## config.mk

```make
export PLATFORM = sky130hd
export DESIGN_NAME = pipe_stage_reg_flat
export DESIGN_NICKNAME = d
export VERILOG_FILES = /design/src/rtl/pipe_stage_reg_if.sv /design/src/rtl/pipe_stage_reg.sv /design/src/flat_wrapper.sv
export SDC_FILE = /design/constraint.sdc
export NUM_CORES = 1
export LEC_CHECK = 0
export ABC_AREA = 1
export ABC_CLOCK_PERIOD_IN_PS = 2200
export CAP_MARGIN = 20
export CORE_ASPECT_RATIO = 1.1
export CORE_UTILIZATION = 51
export CTS_BUF_LIST = sky130_fd_sc_hd__clkbuf_16
export DETAILED_ROUTE_END_ITERATION = 6
export PLACE_DENSITY = 0.81
export SLEW_MARGIN = 20
export SYNTH_ARGS = -nofsm -noshare
export SYNTH_HDL_FRONTEND = slang
export SYNTH_SLANG_ARGS = --single-unit
```

## constraint.sdc

```tcl
create_clock -name clk_i -period 2.2 [get_ports clk_i]
set_clock_uncertainty 0.05 [all_clocks]
set_input_delay 0.22 -clock clk_i [delete_from_list [all_inputs] [get_ports clk_i]]
set_output_delay 0.22 -clock clk_i [all_outputs]
set_load 0.02 [all_outputs]
```

## src/rtl/pipe_stage_reg_if.sv

```systemverilog
// Valid/ready payload channel; master drives vld/dat, slave drives rdy.
interface pipe_stage_reg_if #(
  parameter int WIDTH = 32
);
  logic             vld;
  logic             rdy;
  logic [WIDTH-1:0] dat;

  modport master (output vld, output dat, input  rdy);
  modport slave  (input  vld, input  dat, output rdy);
endinterface

```

## src/rtl/pipe_stage_reg.sv

```systemverilog
// Two-entry skid pipeline stage: main register M drives the output, skid register S absorbs one beat.
// Latency one falling edge; in/out handshakes decode registered state only, so no ready/valid comb path.
module pipe_stage_reg #(
  parameter int WIDTH = 32,
  parameter int CNT_W = 16
) (
  input  logic                  clk_i,
  input  logic                  rst_ni,
  pipe_stage_reg_if.slave       in_if,
  pipe_stage_reg_if.master      out_if,
  input  logic                  flush_i,
  input  logic                  stat_clr_i,
  output logic [CNT_W-1:0]      stall_count_o
);

  typedef enum logic [1:0] {
    ST_EMPTY = 2'd0,
    ST_ONE   = 2'd1,
    ST_FULL  = 2'd2
  } state_t;

  localparam logic [CNT_W-1:0] CNT_MAX = {CNT_W{1'b1}};
  localparam logic [CNT_W-1:0] CNT_ONE = {{(CNT_W-1){1'b0}}, 1'b1};

  state_t           state_q, state_d;
  logic [WIDTH-1:0] m_q, m_d;
  logic [WIDTH-1:0] s_q, s_d;
  logic [CNT_W-1:0] cnt_q, cnt_d;
  logic             in_rdy, out_vld;
  logic             in_fire, out_fire;

  assign in_fire  = in_if.vld & in_rdy;
  assign out_fire = out_vld & out_if.rdy;

  // State register: updates on the falling edge to line up with the datapath pipeline.
  always_ff @(negedge clk_i or negedge rst_ni) begin
    if (!rst_ni) begin
      state_q <= ST_EMPTY;
    end else begin
      state_q <= state_d;
    end
  end

  always_comb begin
    state_d = state_q;
    case (state_q)
      ST_EMPTY: if (in_fire) state_d = ST_ONE;
      ST_ONE: begin
        if (in_fire && !out_fire)      state_d = ST_FULL;
        else if (!in_fire && out_fire) state_d = ST_EMPTY;
      end
      ST_FULL:  if (out_fire) state_d = ST_ONE;
      default:  state_d = ST_EMPTY;
    endcase
    if (flush_i) state_d = ST_EMPTY;
  end

  always_comb begin
    out_vld = (state_q != ST_EMPTY);
    in_rdy  = (state_q != ST_FULL);
  end

  // Flush only retires the state; M/S keep their contents and nothing is captured.
  always_comb begin
    m_d = m_q;
    s_d = s_q;
    if (!flush_i) begin
      case (state_q)
        ST_EMPTY: if (in_fire) m_d = in_if.dat;
        ST_ONE: begin
          if (in_fire && out_fire) m_d = in_if.dat;
          else if (in_fire)        s_d = in_if.dat;
        end
        ST_FULL:  if (out_fire) m_d = s_q;
        default:  m_d = m_q;
      endcase
    end
  end

  always_comb begin
    cnt_d = cnt_q;
    if (stat_clr_i) begin
      cnt_d = '0;
    end else if (out_vld && !out_if.rdy && (cnt_q != CNT_MAX)) begin
      cnt_d = cnt_q + CNT_ONE;
    end
  end

  always_ff @(negedge clk_i or negedge rst_ni) begin
    if (!rst_ni) begin
      m_q   <= '0;
      s_q   <= '0;
      cnt_q <= '0;
    end else begin
      m_q   <= m_d;
      s_q   <= s_d;
      cnt_q <= cnt_d;
    end
  end

  assign in_if.rdy     = in_rdy;
  assign out_if.vld    = out_vld;
  assign out_if.dat    = m_q;
  assign stall_count_o = cnt_q;

endmodule

```

## src/flat_wrapper.sv

```systemverilog
// flat-port wrapper written by rule: the top's interface ports become plain ports
module pipe_stage_reg_flat 
#(
  parameter int WIDTH = 32,
  parameter int CNT_W = 16
)
  (clk_i, rst_ni, flush_i, stat_clr_i, stall_count_o, in_if_vld, in_if_dat, in_if_rdy, out_if_vld, out_if_dat, out_if_rdy);
  pipe_stage_reg_if #(.WIDTH(WIDTH)) in_if_i ();
  pipe_stage_reg_if #(.WIDTH(WIDTH)) out_if_i ();
  input  logic clk_i;
  input  logic rst_ni;
  input  logic flush_i;
  input  logic stat_clr_i;
  output logic [CNT_W-1:0] stall_count_o;
  input wire logic [$bits(in_if_i.vld)-1:0] in_if_vld;
  input wire logic [$bits(in_if_i.dat)-1:0] in_if_dat;
  output wire logic [$bits(in_if_i.rdy)-1:0] in_if_rdy;
  output wire logic [$bits(out_if_i.vld)-1:0] out_if_vld;
  output wire logic [$bits(out_if_i.dat)-1:0] out_if_dat;
  input wire logic [$bits(out_if_i.rdy)-1:0] out_if_rdy;
  assign in_if_i.vld = in_if_vld;
  assign in_if_i.dat = in_if_dat;
  assign in_if_rdy = in_if_i.rdy;
  assign out_if_vld = out_if_i.vld;
  assign out_if_dat = out_if_i.dat;
  assign out_if_i.rdy = out_if_rdy;
  pipe_stage_reg #(.WIDTH(WIDTH), .CNT_W(CNT_W)) u_core (.clk_i(clk_i), .rst_ni(rst_ni), .in_if(in_if_i), .out_if(out_if_i), .flush_i(flush_i), .stat_clr_i(stat_clr_i), .stall_count_o(stall_count_o));
endmodule
```

# Word-level counts from Yosys, hierarchy flattened
# Cells that the tools add are included.
dict set report op_classes {
  add_sub_neg 1
  n_eq_ne 10
  mux 12
  bitwise 4
  reduce_logical 15
}
# operator n
set ops {}
lappend ops {{32-bit two-way mux} 3}
lappend ops {{32-bit one-hot mux with 3 select lines} 1}
lappend ops {{16-bit two-way mux} 2}
lappend ops {{16-bit by 1-bit adder with 16-bit output (second input constant)} 1}
lappend ops {{16-bit != test (second input constant)} 1}
lappend ops {{2-bit two-way mux} 5}
lappend ops {{2-bit by 1-bit != test with 1-bit output (second input constant)} 3}
lappend ops {{3-bit by 2-bit != test with 1-bit output (second input constant)} 2}
lappend ops {{2-bit one-hot mux with 3 select lines} 1}
lappend ops {{1-bit logical AND} 5}
lappend ops {{5-bit AND reduction} 1}
lappend ops {{4-bit by 2-bit != test with 1-bit output (second input constant)} 1}
lappend ops {{4-bit AND reduction} 1}
lappend ops {{2-bit nonzero test} 2}
lappend ops {{1-bit zero test} 3}
lappend ops {{3-bit AND reduction} 1}
lappend ops {{3-bit nonzero test} 1}
lappend ops {{1-bit bitwise AND} 2}
lappend ops {{2-bit by 1-bit equality test with 1-bit output (second input constant)} 1}
lappend ops {{2-bit equality test (second input constant)} 1}
lappend ops {{2-bit zero test} 1}
lappend ops {{2-bit != test (second input constant)} 1}
lappend ops {{1-bit inverter} 2}
dict set report word_totals {
  ff_bits 82
  out_inout_bits 50
  wordCells 46
}

# Longest topological paths before layout
# Gate-level depths: netlist of run 1.
dict set report logic_depth {
  ltp_word 8
  depth_mapped 10
}

==> results_dict.tcl, run 1 <==
set metrics [dict create \
    status "finished, violations left" \
    violations "negative setup slack" \
    critPathLaunchType "flip-flop" \
    max-clock-path-buffers 2 \
    io_pins 88 \
    switching_power_w 0.00182 \
    portBuffers 87 \
    synthTopCellsByArea "dfrtn_1 52%, nand2_1 13%, o21ai_0 9.2%, inv_1 7.9%, nor2_1 4.4%" \
    first_pass_iters 6 \
    core_sq_um 7470 \
    yosys_warnings 0 \
    fin_util 0.848 \
    pre_cts_ws_ps -650 \
    p_clk_frac 0.281 \
    grt_pass1_vias 4136 \
    regArea_sq_um 2050 \
    clkLatencyLatePin_ps 340 \
    cts-buffers-inserted 9 \
    synthArstFlopShare 1.00 \
    reg2regPathDepth 10 \
    cts_max_level 3 \
    max-slew-margin-rel 0.705 \
    place_inst 724 \
    cts_tree "yes" \
    timing.rr.end "u_core.s_q[9]" \
    use_met3 0.0472 \
    path_class "flip-flop to output port" \
    worstPathMaxFanout 2 \
    initial_core_util 0.531 \
    p_total_w 0.00571 \
    final_nets 724 \
    ys_dominant_reg_cell "dfrtn_1" \
    antenna_found_initial 0 \
    synth_area_sq_um 3970 \
    dieArea_sq_um 8130 \
    p_seq_frac 0.390 \
    post_drt_wl_per_cell_um 16.7 \
    grt_usage 0.318 \
    critPathSlowestCell "dfrtn_1" \
    drtIter0Drc 343 \
    die_y_um 94.5 \
    slew_viol_final 0 \
    syn_avg_cell_area_sq_um 7.67 \
    tightest_slew_ps 442 \
    multi_input_area_sq_um 1590 \
    synthTopCellsByCount "137 x nand2_1, 83 x inv_1, 82 x dfrtn_1" \
    final_antenna_net_count 0 \
    rsz0062_at_grt "yes" \
    powerDensity_nw_per_um2 901 \
    peakVddDrop_v 0.000493 \
    grt_pass1_wl_mm 19.8 \
    hp-start "u_core.s_q[7]" \
    n_antenna_cell 0 \
    power.internal_w 0.00389 \
    ctsHoldBuffers 0 \
    r2r-start "u_core.state_q[0]" \
    postSynthCellCount 517 \
    grt.overflow.total 0 \
    reg2reg_slack_ps 10 \
    drive_above_1_share 0.283 \
    synthMostInstantiatedCell "nand2_1" \
    cp_slowest_stage_delay_ps 370 \
    swShare 0.319 \
    comb_power_share 0.329 \
    drc 0 \
    hold_path_end "u_core.s_q[7]" \
    vias 4347 \
    final.setup.worst_slack_ps -274 \
    ys_seq_elements 82 \
    grt_max_degree 56 \
    synth_nets 556 \
    synth_top_area_frac 0.517 \
    p_leak_nw 3.23 \
    routabilityCongestion 0.825 \
    worstPathRequired_ps 1930 \
    cts_root_buffer "clkbuf_16" \
    clock_sinks 82 \
    path_cells "nor2_2 -> inv_2 -> buf_6" \
    min_path_type "flip-flop to flip-flop" \
    drt-total-wl_mm 13.3 \
    maxCapViolations 0 \
    clk_pin_slew_ps 50 \
    grt_use_met2 0.579 \
    yosysTopAreaCell "dfrtn_1" \
    fp-row-count 33 \
    dp_hpwl_mm 6.28 \
    hold_viol_final 0 \
    area_delta_synth_final_pct 59.7 \
    synth_edf_count 0 \
    final_cells 794 \
    ys_seq_area_frac 0.517 \
    setup_viol 55 \
    top_usage_layer "met2" \
    grt_use_met1 0.359 \
    die_w_um 86.1 \
    viasPerCell 5.47 \
    min_path_cells 2 \
    yosys.cell_types.count 25 \
    fillCellCount 399 \
    crit_path_end_kind "output port" \
    crit_arrival_ps 2200 \
]
## worst max-delay path by stage
stage / end / depth (start not counted) / slack, ps / startpoint
finish: out_if_vld / 3 / -270 / u_core.state_q[0]
CTS: out_if_vld / 3 / -240 / u_core.state_q[1]
global placement: u_core.state_q[1] / 7 / -600 / out_if_rdy
global route: in_if_rdy / 3 / -300 / u_core.state_q[0]
detailed placement: u_core.state_q[1] / 7 / -650 / out_if_rdy
floorplan: u_core.s_q[10] / 8 / -70 / out_if_rdy
## power groups by stage
stage / Sequential [W] / Combinational, W / Clock (W)
final: 0.00223 / 0.00188 / 0.00160
after CTS: 0.00219 / 0.00170 / 0.00159
after floorplan: 0.00235 / 0.000542 / 0
after detailed placement: 0.00217 / 0.00136 / 0
after global routing: 0.00225 / 0.00203 / 0.00166
after global placement: 0.00216 / 0.00131 / 0
## critical path, delay by kind of cell (launching register included)
kind | cells | cell delay (ps)
flops | 1 | 370
buf+inv | 2 | 210
simple gates | 1 | 180
## registers in the layout, summed over array words and instances (netlist names)
name	cells
u_core.stall_count_o	16
u_core.state_q	2
u_core.s_q	32
u_core.out_if.dat	32
## layout by cell type (no fill, tap or decap), drive strengths merged
master and n:
buf 143, nand2 138, inv 84, dfrtn 82, o21ai 77, nor2 51, clkdlybuf4s50 33, a21oi 28
nand3 19, clkbuf 11, nand4 5, nand3b 3, xor2 3, clkinv 3, bufinv 2, nor3 2
clkinvlp 1, o22ai 1, o31ai 1, ha 1, bufbuf 1
## through the flow
stage	hold slack, ps	cell area, sq um	setup TNS [ps]
floorplan	364	4030	-3210
detailed placement	384	5190	-57510
global placement	376	5190	-54550
finish	388	6340	-3650
CTS	389	6160	-3240
global route	414	6340	-6090
## routing by layer
metal  part of all wire  wire [um]
met2               0.51       6750
met5                  0          0
met1               0.37       4890
met3              0.069        911
met4              0.053        707
## final cells by class
| class | count | area share |
|---|---|---|
| flip-flops and latches | 82 | 0.324 |
| clock inverters | 6 | 0.0128 |
| repair buffers | 179 | 0.306 |
| multi-input cells | 329 | 0.251 |
| clock buffers | 9 | 0.0355 |
| well taps | 105 | 0.0207 |
| inverters | 84 | 0.0504 |
## kinds of logic (layout without fill, tap and decap cells)
kind of cell,after synthesis,in the layout,synth area share
simple gates,218,218,0.225
compound gates,107,107,0.139
buf+inv,106,278,0.109
flops,82,82,0.517
xor+xnor,3,3,0.00663
fa+ha+maj,1,1,0.00315
## repair_timing
item | in CTS | in global routing
gates resized for setup | 365 | 20
endpoints found under the setup margin | 132 | 116
pin swaps | 6 | 2
buffers inserted | 35 | 13
cloned | 9 | 3
Power figures use the tool's default switching activity.
==> inputs of run 2 (changes only) <==
--- a/config.mk
+++ b/config.mk
@@ -8,7 +8,7 @@
 export ABC_AREA = 1
 export ABC_CLOCK_PERIOD_IN_PS = 2200
 export CAP_MARGIN = 20
-export CORE_ASPECT_RATIO = 1.1
+export CORE_ASPECT_RATIO = 0.7
 export CORE_UTILIZATION = 51
 export CTS_BUF_LIST = sky130_fd_sc_hd__clkbuf_16
 export DETAILED_ROUTE_END_ITERATION = 6
==> results_dict.tcl, run 2 (same netlist as run 1, synthesis figures left out) <==
set metrics [dict create \
    whs_ps 386 \
    antenna_found_initial 0 \
    die_y_um 75.8 \
    viasPerCell 5.27 \
    final_cell_mix "136 x nand2_1, 82 x dfrtn_1, 77 x inv_1" \
    grt_pass1_vias 3707 \
    hold_viol_final 0 \
    initial_core_util 0.535 \
    drc 0 \
    critPathLaunchType "flip-flop" \
    p_seq_frac 0.396 \
    final_nets 729 \
    crit_path_end_kind "output port" \
    dieArea_sq_um 8140 \
    dp_hpwl_mm 6.47 \
    drt-total-wl_mm 11.8 \
    p_total_w 0.00556 \
    cts_tree "yes" \
    powerDensity_nw_per_um2 888 \
    place_inst 722 \
    p_clk_frac 0.288 \
    swShare 0.308 \
    fin_util 0.844 \
    tns_ps -3630 \
    comb_power_share 0.316 \
    top_usage_layer "met2" \
    setup_viol 50 \
    status "finished, violations left" \
    grt_use_met1 0.371 \
    violations "negative setup slack" \
    peakVddDrop_v 0.000590 \
    grt_use_met2 0.468 \
    min_path_type "flip-flop to flip-flop" \
    clk_pin_slew_ps 50 \
    io_pins 88 \
    grt.overflow.total 0 \
    clock_sinks 82 \
    use_met3 0.0701 \
    post_drt_wl_per_cell_um 14.9 \
    switching_power_w 0.00171 \
    slew_viol_final 0 \
    drtIter0Drc 286 \
    drive_above_1_share 0.269 \
    crit_arrival_ps 2260 \
    layout_commonest_cell "nand2_1" \
    first_pass_iters 5 \
    final_cells 792 \
    maxCapViolations 0 \
    clkLatencyLatePin_ps 340 \
    power.internal_w 0.00385 \
    fp-row-count 26 \
    portBuffers 87 \
    cts_max_level 3 \
    rsz0062_at_grt "yes" \
    grt_usage 0.284 \
    cts_root_buffer "clkbuf_16" \
    die_w_um 107 \
    tightest_slew_ps 379 \
    core_sq_um 7420 \
    cts-buffers-inserted 9 \
    path_class "flip-flop to output port" \
    worstPathMaxFanout 3 \
    final.setup.worst_slack_ps -328 \
    p_leak_nw 3.23 \
    routabilityCongestion 0.853 \
    max-clock-path-buffers 2 \
    area_delta_synth_final_pct 57.9 \
    vias 4170 \
    final_antenna_net_count 0 \
    grt_pass1_wl_mm 17.6 \
    grt_max_degree 44 \
    n_antenna_cell 0 \
    max-slew-margin-rel 0.747 \
    worstPathRequired_ps 1930 \
]
-- run 2: area by class of cell --
cell class | instances | area (sq um)
flip-flops and latches | 82 | 2050
repair buffers | 184 | 1920
multi-input cells | 329 | 1530
fillers | 409 | 1150
inverters | 84 | 323
clock buffers | 9 | 225
well taps | 98 | 123
clock inverters | 6 | 90.1
-- run 2: worst paths after layout --
kind	slack, ps	startpoint	to	depth (start not counted)
worst max register to register	170	u_core.stall_count_o[0]	u_core.stall_count_o[7]	11
min in group asynchronous	710	rst_ni	u_core.s_q[25]	1
worst min register to register	390	u_core.s_q[5]	u_core.s_q[5]	2
worst min-delay path	390	u_core.s_q[5]	u_core.s_q[5]	2
worst max-delay path	-330	u_core.state_q[1]	out_if_vld	3
max in group asynchronous	920	rst_ni	u_core.stall_count_o[0]	2
-- run 2: through the flow --
stage               worst slack (ps)  area (sq um)
CTS                             -222          6040
detailed placement              -707          5280
finish                          -328          6260
global route                    -343          6260
floorplan                      -73.4          4030
global placement                -665          5280
-- run 2: repair_timing --
item,4_1_cts,5_1_grt
gates resized for setup,332,19
gates cloned,6,0
pin swaps,3,6
setup endpoints to repair,132,114
hold buffers,0,0
buffers inserted,26,26
-- run 2: power groups by stage --
stage               logic [W]  registers [W]  clock network [W]
global route          0.00191        0.00225            0.00169
detailed placement    0.00138        0.00218                  0
global placement      0.00133        0.00216                  0
finish                0.00176        0.00220            0.00160
CTS                   0.00162        0.00220            0.00161
floorplan            0.000542        0.00235                  0
-- run 2: worst max-delay path, cell delays in order, from the launching register on --
cell	delay [ps]
dfrtn_1	400
nor2_2	210
inv_2	80
buf_6	130
-- run 2: layer usage --
layer  part of all wire  up-vias
met5                  0        -
met4              0.029        0
met3              0.065       36
met2               0.49      201
met1               0.42     1975
li1                   -     1958
==> inputs of run 3 (changes only) <==
--- a/config.mk
+++ b/config.mk
@@ -6,13 +6,14 @@
 export NUM_CORES = 1
 export LEC_CHECK = 0
 export ABC_AREA = 1
-export ABC_CLOCK_PERIOD_IN_PS = 2200
+export ABC_CLOCK_PERIOD_IN_PS = 2500
 export CAP_MARGIN = 20
 export CORE_ASPECT_RATIO = 0.7
 export CORE_UTILIZATION = 51
 export CTS_BUF_LIST = sky130_fd_sc_hd__clkbuf_16
 export DETAILED_ROUTE_END_ITERATION = 6
-export PLACE_DENSITY = 0.81
+export PLACE_DENSITY_LB_ADDON = 0.15
+export REMOVE_ABC_BUFFERS = 1
 export SLEW_MARGIN = 20
 export SYNTH_ARGS = -nofsm -noshare
 export SYNTH_HDL_FRONTEND = slang
==> constraint.sdc (replaced) <==
create_clock -name clk_i -period 2.5 [get_ports clk_i]
set_clock_uncertainty 0.05 [all_clocks]
set_input_delay 0.25 -clock clk_i [delete_from_list [all_inputs] [get_ports clk_i]]
set_output_delay 0.25 -clock clk_i [all_outputs]
set_load 0.02 [all_outputs]
==> results_dict.tcl, run 3 (same netlist as run 1, synthesis figures left out) <==
set metrics [dict create \
    critPathLaunchType "flip-flop" \
    fp-row-count 26 \
    maxCapViolations 0 \
    path_class "flip-flop to output port" \
    core_sq_um 7420 \
    post_drt_wl_per_cell_um 14.6 \
    grt_usage 0.283 \
    worstPathMaxFanout 2 \
    drc 0 \
    crit_arrival_ps 2350 \
    final_cell_mix "134 x nand2_1, 82 x dfrtn_1, 81 x inv_1" \
    crit_path_end_kind "output port" \
    grt_max_degree 44 \
    min_path_type "flip-flop to flip-flop" \
    pre_cts_ws_ps -517 \
    setup_viol 2 \
    worstPathRequired_ps 2200 \
    cts_max_level 3 \
    vias 3804 \
    grt_pass1_vias 3440 \
    p_total_w 0.00444 \
    peakVddDrop_v 0.000461 \
    drtIter0Drc 280 \
    p_leak_nw 2.91 \
    portBuffers 87 \
    final_cells 748 \
    dieArea_sq_um 8140 \
    die_w_um 107 \
    cts_root_buffer "clkbuf_16" \
    first_pass_iters 5 \
    hold_viol_final 0 \
    initial_core_util 0.535 \
    routabilityCongestion 0.944 \
    place_inst 717 \
    clkLatencyLatePin_ps 340 \
    tns_ps -302 \
    viasPerCell 5.09 \
    die_y_um 75.8 \
    grt_pass1_wl_mm 17.2 \
    n_antenna_cell 0 \
    cts-buffers-inserted 9 \
    fin_util 0.752 \
    rsz0062_at_grt "yes" \
    drive_above_1_share 0.215 \
    dp_hpwl_mm 6.78 \
    final_antenna_net_count 0 \
    grt.overflow.total 0 \
    antenna_found_initial 0 \
    slew_viol_final 0 \
    final.setup.worst_slack_ps -152 \
    status "finished, violations left" \
    max-clock-path-buffers 2 \
    cts_tree "yes" \
    max-slew-margin-rel 0.709 \
    final_nets 684 \
    drt-total-wl_mm 10.9 \
    clk_pin_slew_ps 50 \
    io_pins 88 \
    violations "negative setup slack" \
    ctsHoldBuffers 0 \
    clock_sinks 82 \
    layout_commonest_cell "nand2_1" \
    area_delta_synth_final_pct 40.7 \
    powerDensity_nw_per_um2 796 \
    tightest_slew_ps 436 \
]
-- run 3: timing repair --
| item | in CTS | in global routing |
|---|---|---|
| pin swaps | 3 | 4 |
| buffers inserted | 10 | 2 |
| endpoints found under the setup margin | 130 | 100 |
| gates resized for setup | 225 | 35 |
| cloned | 4 | 0 |
-- run 3: routing by layer --
metal | routed length, um | track usage | vias to the layer above
li1 | - | - | 1867
met1 | 4730 | 0.382 | 1783
met2 | 5160 | 0.457 | 139
met3 | 858 | 0.0624 | 15
met4 | 127 | 0.104 | 0
met5 | 0 | 0 | -
-- run 3: final timing paths --
kind / startpoint / to / slack (ps) / depth (start not counted)
max: u_core.state_q[1] / out_if_vld / -150 / 3
min: u_core.s_q[3] / u_core.s_q[3] / 380 / 2
max reg2reg: u_core.state_q[0] / u_core.s_q[25] / 440 / 10
min reg2reg: u_core.s_q[3] / u_core.s_q[3] / 380 / 2
max in group asynchronous: rst_ni / u_core.stall_count_o[13] / 980 / 2
min in group asynchronous: rst_ni / u_core.s_q[2] / 930 / 1
-- run 3: through the flow --
step	hold WS, ps	cell area, sq um
final	385	5580
after CTS	387	5530
after detailed placement	385	5220
after floorplan	364	3850
after global placement	378	5220
after global routing	400	5580
-- run 3: layout make-up --
class	count	area (sq um)
multi-input combinational	329	1520
inverter	84	315
fill	543	1840
clock inverter	7	70.1
tap	98	123
clock buffer	9	225
timing repair buffer	139	1270
sequential	82	2050
-- run 3: worst max-delay path, cell delays in order (launching register included) --
cell	delay (ps)
dfrtn_1	380
nor2_2	180
inv_2	80
buf_6	130
-- run 3: power by group --
group,internal [W],switching [W],total [W]
registers,0.00173,0.000183,0.00192
clock network,0.000772,0.000544,0.00132
logic,0.000509,0.000700,0.00121
